==> src/rtl/wb_port_arbiter.sv <==
`default_nettype none
// ============================================================================
//  Module   : wb_port_arbiter
//  Purpose  : Shares the single register-file write port between the ALU
//             result path and the memory-load return path. The module uses
//             valid/ready handshakes and round-robin fairness. Write enables
//             and write data are registered and one-hot. A 4-entry
//             pending-load scoreboard drives the decode hazard and blocks
//             write-after-write reordering of an ALU write behind a load.
//  Revision : 1.0  initial release
// ----------------------------------------------------------------------------
//  Ports
//    clk, rst                 clock, asynchronous active-high reset
//    alu_valid/rd/data/kill   ALU writeback request; kill drops the write
//    alu_ready                ALU request accepted this cycle (comb)
//    mem_valid/rd/data        load-return writeback request
//    mem_ready                load request accepted this cycle (comb)
//    mem_issue, mem_issue_rd  load issued this cycle and its destination
//    rs_a, rs_b               decode source operands
//    hazard                   a decode source has a load pending (comb)
//    wb_data, wb_rd           registered write data / index
//    reg0_en..reg3_en         registered one-hot write enables
// ============================================================================
module wb_port_arbiter #(
    parameter int DATA_W = 8
) (
    input  logic              clk,
    input  logic              rst,
    input  logic              alu_valid,
    input  logic [1:0]        alu_rd,
    input  logic [DATA_W-1:0] alu_data,
    input  logic              alu_kill,
    output logic              alu_ready,
    input  logic              mem_valid,
    input  logic [1:0]        mem_rd,
    input  logic [DATA_W-1:0] mem_data,
    output logic              mem_ready,
    input  logic              mem_issue,
    input  logic [1:0]        mem_issue_rd,
    input  logic [1:0]        rs_a,
    input  logic [1:0]        rs_b,
    output logic              hazard,
    output logic [DATA_W-1:0] wb_data,
    output logic [1:0]        wb_rd,
    output logic              reg0_en,
    output logic              reg1_en,
    output logic              reg2_en,
    output logic              reg3_en
);

    // Identity of the most recently granted live writer.
    localparam logic GRANT_ALU = 1'b0;
    localparam logic GRANT_MEM = 1'b1;

    // ------------------------------------------------------------------
    // State
    // ------------------------------------------------------------------
    logic              last_grant_q, last_grant_d;
    logic [3:0]        pend_q,       pend_d;
    logic [3:0]        wb_en_q,      wb_en_d;
    logic [DATA_W-1:0] wb_data_q,    wb_data_d;
    logic [1:0]        wb_rd_q,      wb_rd_d;

    // ------------------------------------------------------------------
    // Request qualification
    // ------------------------------------------------------------------
    logic w_alu_killed;
    logic w_alu_elig;
    logic w_mem_elig;
    logic w_grant_alu;
    logic w_grant_mem;

    // A killed request is a handshake with no write. It never competes
    // for the port.
    assign w_alu_killed = alu_valid & alu_kill;

    // An ALU write to a register with a load outstanding would be
    // overwritten later by that load. Hold it until the load returns.
    assign w_alu_elig   = alu_valid & ~alu_kill & ~pend_q[alu_rd];
    assign w_mem_elig   = mem_valid;

    // Round robin: under contention the requester that did not win last
    // time gets the port.
    assign w_grant_alu  = w_alu_elig & (~w_mem_elig | (last_grant_q == GRANT_MEM));
    assign w_grant_mem  = w_mem_elig & (~w_alu_elig | (last_grant_q == GRANT_ALU));

    assign alu_ready    = w_alu_killed | w_grant_alu;
    assign mem_ready    = w_grant_mem;

    // Registered scoreboard only: a load issued this cycle shows up in
    // the hazard on the next cycle.
    assign hazard       = pend_q[rs_a] | pend_q[rs_b];

    // ------------------------------------------------------------------
    // Next-state logic
    // ------------------------------------------------------------------
    always_comb begin
        last_grant_d = last_grant_q;
        wb_en_d      = 4'b0000;
        wb_data_d    = wb_data_q;
        wb_rd_d      = wb_rd_q;

        if (w_grant_alu) begin
            last_grant_d     = GRANT_ALU;
            wb_en_d[alu_rd]  = 1'b1;
            wb_data_d        = alu_data;
            wb_rd_d          = alu_rd;
        end else if (w_grant_mem) begin
            last_grant_d     = GRANT_MEM;
            wb_en_d[mem_rd]  = 1'b1;
            wb_data_d        = mem_data;
            wb_rd_d          = mem_rd;
        end
    end

    // Clear before set, so a new issue wins over a return to the same
    // register in the same cycle.
    always_comb begin
        pend_d = pend_q;
        if (w_grant_mem) begin
            pend_d[mem_rd] = 1'b0;
        end
        if (mem_issue) begin
            pend_d[mem_issue_rd] = 1'b1;
        end
    end

    // ------------------------------------------------------------------
    // Registers
    // ------------------------------------------------------------------
    // Reset leaves last_grant at MEM, so the ALU wins the first contention.
    always_ff @(posedge clk or posedge rst) begin
        if (rst) begin
            last_grant_q <= GRANT_MEM;
            pend_q       <= 4'b0000;
            wb_en_q      <= 4'b0000;
            wb_data_q    <= '0;
            wb_rd_q      <= 2'd0;
        end else begin
            last_grant_q <= last_grant_d;
            pend_q       <= pend_d;
            wb_en_q      <= wb_en_d;
            wb_data_q    <= wb_data_d;
            wb_rd_q      <= wb_rd_d;
        end
    end

    // ------------------------------------------------------------------
    // Outputs
    // ------------------------------------------------------------------
    assign wb_data = wb_data_q;
    assign wb_rd   = wb_rd_q;
    assign reg0_en = wb_en_q[0];
    assign reg1_en = wb_en_q[1];
    assign reg2_en = wb_en_q[2];
    assign reg3_en = wb_en_q[3];

endmodule
`default_nettype wire

==> config.mk <==
export PLATFORM = sky130hd
export DESIGN_NAME = wb_port_arbiter
export DESIGN_NICKNAME = d
export VERILOG_FILES = /design/src/rtl/wb_port_arbiter.sv
export SDC_FILE = /design/constraint.sdc
export NUM_CORES = 1
export LEC_CHECK = 0
export ABC_AREA = 1
export BUFFER_PORTS_ARGS = -buffer_cell sky130_fd_sc_hd__buf_2
export CAP_MARGIN = 10
export CORE_MARGIN = 3
export CORE_UTILIZATION = 29
export CTS_CLUSTER_SIZE = 28
export DETAILED_ROUTE_END_ITERATION = 10
export PLACE_DENSITY = 0.65
export SETUP_SLACK_MARGIN = 0.3
export SLEW_MARGIN = 15
export SYNTH_ARGS = -nofsm -noshare
export SYNTH_HDL_FRONTEND = slang
export SYNTH_SLANG_ARGS = --single-unit
export TNS_END_PERCENT = 20
==> constraint.sdc <==
create_clock -name clk -period 1.95 [get_ports clk]
set_input_delay 0.195 -clock clk [delete_from_list [all_inputs] [get_ports clk]]
set_output_delay 0.195 -clock clk [all_outputs]
set_load 0.005 [all_outputs]
==> impl_metrics.yaml, run 1 <==
detailed_routing:
  wl_um: 2500
  drc: 0
  via_count: 1026
  via_per_inst: 4.56
  drtIter0Drc: 20
  wl_per_cell_um: 11.1
  first_pass_iters: 4
  antenna_left: 0
place:
  place_ws_ns: 0.483
  place.gp.congestion: 0.862
  io_buffers: 48
  placed_cell_area_um2: 1260
  dp.cells: 216
  hpwl_um: 1950
timing:
  hold_viol: 18
  max_freq_mhz: 620
  maxSlewViolCount: 0
  slew_headroom_pct: 53.5
  fin_ws_ns: 0.337
  worstMarginPinSlew_ns: 0.697
  finalSetupViolations: 0
  period_minus_slack_ns: 1.61
  fin_crit_sh_pct: 82.7
  fin_skew_ns: 0.00218
  whs_ns: -0.00208
  final.setup.tns_ns: 0
  rsz0062_at_grt: "true"
setup_path:
  slowest_delay_ns: 0.52
  critical_path_arrival_ns: 1.42
  required_ns: 1.75
  crit_family: "flip-flops"
  path_max_fanout: 8
  cp_cell_sequence: "inv_1 -> nand2_1 -> nand3_4 -> buf_12 -> nand2_2 -> buf_2"
  cp-end-kind: "output pin"
  start_kind: "flop"
  crit_type: "reg2out"
  critPathBufInv: 3
  crit_slowest_cell: "dfstp_2"
global_routing:
  grt_pass1_vias: 865
  grt_first_pass_wirelength_um: 3810
  grt_antenna_before_repair: 0
  grt_usage_pct: 11.7
  grt_overflow: 0
  grt_max_degree: 22
layout:
  fin_area_um2: 1390
  drive_gt1_share_pct: 39.8
  n_antenna_cell: 0
  synthToLayoutAreaGrowth_pct: 40.5
  nets: 214
  fillers: 342
  final_cell_count_no_fill: 225
clock_tree:
  path_clk_slew_ns: 0.10
  tritoncts: "yes"
  cts_max_level: 1
  tritoncts.num_buffers: 3
  clock_latency_ns: 0.29
  root_buffer: "clkbuf_4"
  clock_sinks: 19
  cts.path.max_buffers: 2
floorplanning:
  ios: 49
  die_h_um: 64.4
  rows: 20
  dieArea_um2: 4140
  fp.dieW_um: 64.4
  start_util_pct: 31.3
  core_area_um2: 3150
synth:
  yosys_warnings: 0
  synth-seq-cells: 19
  ys_seq_area_share_pct: 48.2
  synth_edf_count: 0
  synthesis.area_um2: 988
  ys.flop_type: "dfrtp_1"
  async_flop_share_pct: 100
  synth_top_area_share_pct: 45.6
  yosys-top-cells-count: "nand3_1, nand2_1, dfrtp_1"
  netlist_instances: 127
  synth_cell_types: 20
  postSynthAreaPerCell_um2: 7.78
  syn-num-nets: 159
  yosysTopAreaCell: "dfrtp_1"
  synth_area_leaders: "dfrtp_1, nand3_1, nand2_1, inv_1, dfstp_2"
  yosys.cell_count.top_type: "nand3_1"
pwr:
  leakagePower_nw: 0.761
  ir_worst_vdd_mv: 0.368
  power_uw: 924
  p_per_area_nw_per_um2: 665
outcome:
  status: "complete, but fails checks"
  failed_checks: "negative hold slack"
worst_hold_path:
  hold_path.class: "in2async"
run:
  cap_violations: 0
cell usage in the layout (no fill, tap or decap), drive strengths merged:
cell and count:
o211ai 2, inv 13, nand2 31, or2 1, nor2 7, a21oi 3, dfstp 1, o21ai 8
clkbuf 5, nand3 36, nand4 2, dfrtp 18, buf 54
registers in the layout (all words and copies together) (netlist names):
name	cells
last_grant_q	1
wb_rd	2
pend_q	4
wb_data	8
wb_en_q	4
per-stage QoR:
stage,hold WS [ns],util [%]
3_3_place_gp,0.338,40.0
3_5_place_dp,0.342,40.0
5_1_grt,0.0687,44.0
6_report,-0.00208,44.0
2_1_floorplan,0.145,-
4_1_cts,0.0121,41.5
worst paths after layout:
kind                            cells after the start    startpoint  slack, ns          to
worst max-delay path                                6  last_grant_q       0.34   alu_ready
worst min-delay path                                2           rst     -0.002  wb_data[2]
worst max register to register                      7  last_grant_q       0.57  wb_data[7]
worst min register to register                      2     pend_q[1]       0.48   pend_q[1]
max in group asynchronous                           2           rst       1.52  wb_data[0]
min in group clk                                    3   alu_data[5]       0.11  wb_data[5]
cells by family (layout without fill, tap and decap cells):
kind of cell           count (synthesis)  after routing  share of synthesized area (%)
AO/OA/AOI/OAI                         13             13                           7.85
flip-flops                            19             19                           48.2
AND/OR/NAND/NOR                       77             77                           35.3
buffers and inverters                 18             72                           8.61
power breakdown:
group	total, mW	switching [mW]	leakage (nW)	internal [mW]
clock	0.190	0.110	0.0150	0.0796
sequential	0.474	0.0270	0.231	0.447
combinational	0.260	0.138	0.515	0.123
total	0.924	0.275	0.761	0.649
metal layers:
metal,vias to the layer above,part of all wire [%],track usage (%)
met5,-,0,0
met4,0,1.1,3.96
met1,455,45,15.5
met3,2,5.4,2.99
met2,38,48,18.3
li1,531,-,-
cell type report:
| type | instances | area [µm²] | share of cell area (%) |
|---|---|---|---|
| timing repair buffer | 55 | 323 | 23.2 |
| multi-input combinational | 90 | 457 | 32.9 |
| sequential | 19 | 477 | 34.3 |
| inverter | 13 | 51.3 | 3.69 |
| clock buffer | 4 | 26.3 | 1.89 |
| tap | 44 | 55.1 | 3.96 |
repair_timing:
| item | 4_1_cts | 5_1_grt |
|---|---|---|
| pin swaps | 1 | 2 |
| gates cloned | 0 | 1 |
| hold buffers | 0 | 0 |
| gates resized for setup | 3 | 10 |
| setup buffers | 1 | 3 |
| endpoints found under the setup margin | 2 | 2 |
Power figures use the tool's default switching activity.
==> run 2, diff against run 1 <==
ABC_AREA = 0   (was 1)
PLACE_DENSITY = 0.63   (was 0.65)
clock period = 1.7 ns   (was 1.95 ns; I/O delays follow)
==> run 2 against run 1 <==
The run now ends clean; non-clock buffer count grew 5; first-iteration DRC count increased by 30%; sequential share of layout area is 4.3 points lower; via count rose by 5.7%; sequential cell count stayed put; synthesized cell count decreased by 17%; count of clock-buffer cells in the layout fell by 1; cell count shrank 7.1%; wire length up 27%; critical path type is now reg2reg.
==> impl_metrics.yaml, run 2 <==
timing:
  rsz0062_at_grt: "true"
  max_freq_mhz: 631
  finalSetupViolations: 0
  fin_skew_ns: 0.00437
  maxSlewViolCount: 0
  fin_crit_sh_pct: 93.2
  period_minus_slack_ns: 1.59
  hold_viol: 0
  whs_ns: 0.0176
  slew_headroom_pct: 51.9
  worstMarginPinSlew_ns: 0.720
  final.setup.tns_ns: 0
layout:
  nets: 196
  fillers: 359
  fin_util_pct: 45.0
  multiInputGateArea_um2: 586
  n_antenna_cell: 0
  register_area_um2: 477
  final_common_cell: "buf_2"
  final_cell_mix: "buf_2, dfrtp_1, o21ai_1"
  synthToLayoutAreaGrowth_pct: 42.7
  largest_register_ffs: 8
  drive_gt1_share_pct: 47.2
run:
  cap_violations: 0
synth:
  ys.flop_type: "dfrtp_1"
  synth_cell_types: 39
  synth_area_leaders: "dfrtp_1, mux2i_1, a32oi_1, o21ai_1, inv_1"
  synth_top_area_share_pct: 40.5
  postSynthAreaPerCell_um2: 10.6
  synth_edf_count: 0
  yosys-top-cells-count: "dfrtp_1, o21ai_1, inv_1, nand2_1"
  syn-num-nets: 137
  yosysTopAreaCell: "dfrtp_1"
  netlist_instances: 105
  yosys_warnings: 0
  synthesis.area_um2: 1110
  synth-seq-cells: 19
  yosys.cell_count.top_type: "dfrtp_1"
  ys_seq_area_share_pct: 42.9
  async_flop_share_pct: 100
detailed_routing:
  wl_um: 3180
  antenna_left: 0
  via_per_inst: 5.19
  first_pass_iters: 5
  drc: 0
  wl_per_cell_um: 15.2
  via_count: 1084
  drtIter0Drc: 26
global_routing:
  grt_usage_pct: 13.9
  grt_antenna_before_repair: 0
  grt_first_pass_wirelength_um: 4840
  grt_max_degree: 20
  grt_overflow: 0
  grt_pass1_vias: 1121
worst_hold_path:
  hold_path.class: "in2async"
place:
  place.gp.congestion: 0.801
  hpwl_um: 2240
  io_buffers: 48
clock_tree:
  tritoncts.num_buffers: 3
  cts.path.max_buffers: 2
  root_buffer: "clkbuf_8"
  cts_max_level: 1
  tritoncts: "yes"
  clock_sinks: 19
  path_clk_slew_ns: 0.07
  clock_latency_ns: 0.26
  cts_hold_buf: 0
floorplanning:
  die_h_um: 67.9
  fp.dieW_um: 67.9
  dieArea_um2: 4610
  core_area_um2: 3520
  rows: 21
  start_util_pct: 31.6
  ios: 49
pwr:
  ir_worst_vdd_mv: 0.307
  p_per_area_nw_per_um2: 826
  leakagePower_nw: 0.801
setup_path:
  path_max_fanout: 7
  critical_path_arrival_ns: 1.73
  r2r-start: "pend_q[1]"
  r2r_slack_ns: 0.11
  reg2reg_to: "wb_data[0]"
  cp-end-kind: "flop"
  start_kind: "flop"
  required_ns: 1.84
  r2r_cells: 6
  crit_type: "reg2reg"
outcome:
  status: "finished clean"
[run 2: area by class of cell]
type / count / area share [%]
Inverter: 9 / 2.13
Tap cell: 46 / 3.63
Clock inverter: 1 / 0.316
Timing Repair Buffer: 60 / 24.3
Multi-Input combinational cell: 71 / 36.9
Clock buffer: 3 / 2.60
Sequential cell: 19 / 30.1
[run 2: worst max-delay path, cell delays in order (launching register included)]
cell and delay [ns]:
dfrtp_1 0.43, mux2i_4 0.25, a22o_1 0.24, buf_6 0.14, buf_12 0.12, mux2i_1 0.20
o21ai_1 0.09
[run 2: cell families after synthesis]
group	synth area share [%]
AND/OR/NAND/NOR	12.8
flip-flops	42.9
AO/OA/AOI/OAI	26.0
multiplexers	9.69
buffers and inverters	8.56
[run 2: worst max path at each step]
stage / from / to / slack (ns) / depth (start not counted)
after floorplan: last_grant_q / wb_data[0] / 0.31 / 5
after CTS: last_grant_q / mem_ready / 0.13 / 4
after global placement: last_grant_q / wb_rd[1] / 0.14 / 4
after global routing: pend_q[0] / wb_data[0] / 0.04 / 6
final: pend_q[1] / wb_data[0] / 0.11 / 6
after detailed placement: alu_rd[0] / wb_data[0] / 0.12 / 6
[run 2: report_power, final]
part / switching, mW / internal, mW / leakage [nW] / total [mW]
Sequential: 0.0442 / 0.517 / 0.229 / 0.562
Combinational: 0.207 / 0.223 / 0.547 / 0.430
Clock: 0.155 / 0.163 / 0.0255 / 0.318
[run 2: per-layer routing]
metal  wire length, µm  GRT usage [%]  vias to the layer above
li1                  -              -                      514
met5                 0              0                        -
met3               247           4.27                        5
met4                31           5.96                        0
met1              1300           15.1                      516
met2              1600           25.0                       49
[run 2: what timing repair did]
| action | 4_1_cts | 5_1_grt |
|---|---|---|
| pin swaps | 5 | 5 |
| gates resized for setup | 9 | 3 |
| cloned | 0 | 1 |
| buffers inserted | 6 | 1 |
| endpoints found under the setup margin | 20 | 20 |
| hold endpoints to repair | 0 | 0 |
[run 2: stage by stage]
stage | cell area [µm²] | power, mW | setup WS, ns | std cells
after CTS | 1540 | 1.29 | 0.131 | 207
after global placement | 1400 | 0.907 | 0.144 | 197
after floorplan | 1120 | 0.775 | 0.306 | 105
final | 1590 | 1.31 | 0.115 | 209
after global routing | 1590 | 1.37 | 0.0418 | 209
after detailed placement | 1400 | 0.921 | 0.122 | 197
==> run 3, diff against run 2 <==
ABC_AREA = 1   (was 0)
PLACE_DENSITY = 0.55   (was 0.63)
==> run 3 against run 2 <==
Count of clock-buffer cells in the layout is the same; sequential share of layout area rose by 4.2 points; cell count grew 9.1%; critical path depth did not move; largest cell class is now sequential cells.
==> impl_metrics.yaml, run 3 (same netlist as run 1, synthesis figures left out) <==
run:
  cap_violations: 0
setup_path:
  crit_type: "reg2out"
  cp_cell_sequence: "inv_1 -> nand2_1 -> nand3_4 -> buf_6 -> nand2_2 -> buf_2"
  r2r_slack_ns: 0.29
  reg2reg_to: "pend_q[3]"
  r2r_cells: 9
  slowest_delay_ns: 0.53
  cp-end-kind: "output pin"
  critical_path_arrival_ns: 1.37
  start_kind: "flop"
  critPathBufInv: 3
  r2r-start: "pend_q[2]"
  path_max_fanout: 3
  crit_slowest_cell: "dfstp_2"
  required_ns: 1.53
  crit_family: "flip-flops"
clock_tree:
  clock_sinks: 19
  root_buffer: "clkbuf_4"
  cts_max_level: 1
  tritoncts.num_buffers: 3
  clock_latency_ns: 0.30
  path_clk_slew_ns: 0.11
  cts.path.max_buffers: 2
  tritoncts: "yes"
timing:
  worstMarginPinSlew_ns: 0.707
  slew_headroom_pct: 52.8
  period_minus_slack_ns: 1.54
  finalSetupViolations: 0
  fin_crit_sh_pct: 90.8
  max_freq_mhz: 648
  final.setup.tns_ns: 0
  hold_viol: 0
  maxSlewViolCount: 0
  fin_skew_ns: 0.0103
  rsz0062_at_grt: "true"
place:
  dp.cells: 219
  io_buffers: 48
  hpwl_um: 2150
  place.gp.congestion: 0.836
floorplanning:
  die_h_um: 64.4
  dieArea_um2: 4140
  ios: 49
  fp.dieW_um: 64.4
  rows: 20
  start_util_pct: 31.3
  core_area_um2: 3150
layout:
  drive_gt1_share_pct: 41.3
  final_cell_count_no_fill: 228
  synthToLayoutAreaGrowth_pct: 40.9
  nets: 217
  final_common_cell: "buf_2"
  n_antenna_cell: 0
  largest_register_ffs: 8
  final_cell_mix: "buf_2, nand3_1, nand2_1"
pwr:
  leakagePower_nw: 0.766
  p_per_area_nw_per_um2: 771
  ir_worst_vdd_mv: 0.315
  power_mw: 1.07
detailed_routing:
  drtIter0Drc: 34
  first_pass_iters: 4
  wl_um: 2750
  wl_per_cell_um: 12.0
  antenna_left: 0
  via_count: 1084
  drc: 0
  via_per_inst: 4.75
global_routing:
  grt_first_pass_wirelength_um: 4440
  grt_antenna_before_repair: 0
  grt_usage_pct: 13.5
  grt_overflow: 0
  grt_max_degree: 20
  grt_pass1_vias: 1012
worst_hold_path:
  holdPathEnd: "wb_data[4]"
  hold_start: "alu_data[4]"
  hold_path.class: "in2reg"
  holdPathStages: 3
outcome:
  status: "finished clean"
## run 3: layer usage
metal,track usage [%],routed length [µm],vias up
met4,5.01,25,0
met3,1.93,102,2
met2,22.6,1430,25
li1,-,-,533
met1,17.5,1190,524
met5,0,0,-
## run 3: final cells by class
cell class | count | area (µm²)
clock inverters | 1 | 5.00
repair buffers | 58 | 325
flip-flops and latches | 19 | 477
inverters | 13 | 51.3
clock buffers | 3 | 22.5
fillers | 350 | 1760
well taps | 44 | 55.1
multi-input cells | 90 | 457
## run 3: stage by stage
step	instance area, µm²	setup slack, ns	utilization (%)	hold slack, ns
detailed placement	1280	0.285	40.8	0.329
floorplan	988	0.493	-	0.120
global route	1390	0.0482	44.2	0.0975
CTS	1360	0.102	43.1	0.0824
finish	1390	0.156	44.2	0.0922
global placement	1280	0.358	40.8	0.315
## run 3: timing repair
item                       in CTS  in global routing
hold endpoints to repair       15                  0
setup endpoints to repair       8                 20
cloned                          0                  0
pin swaps                       2                  3
buffers inserted                3                  1
hold buffers                    1                  0
resized for setup               3                 10
## run 3: worst max path at each step
| stage | from | end | slack (ns) | cells after the start |
|---|---|---|---|---|
| after detailed placement | pend_q[0] | wb_data[7] | 0.28 | 8 |
| after CTS | pend_q[3] | alu_ready | 0.10 | 7 |
| final | last_grant_q | alu_ready | 0.16 | 6 |
| after global routing | pend_q[3] | alu_ready | 0.05 | 7 |
| after floorplan | last_grant_q | wb_data[0] | 0.49 | 7 |
| after global placement | last_grant_q | alu_ready | 0.36 | 6 |
## run 3: worst reg2reg max path, delay by kind of cell, from the launching register on
| kind | cells | cell delay [ns] |
|---|---|---|
| AND/OR/NAND/NOR | 6 | 0.58 |
| buffers and inverters | 3 | 0.32 |
| flip-flops | 1 | 0.41 |
## run 3: report_power, final
group | internal (mW) | total, mW | switching [mW] | leakage (nW)
logic | 0.136 | 0.295 | 0.158 | 0.518
registers | 0.513 | 0.548 | 0.0353 | 0.231
clock network | 0.0875 | 0.231 | 0.144 | 0.0177
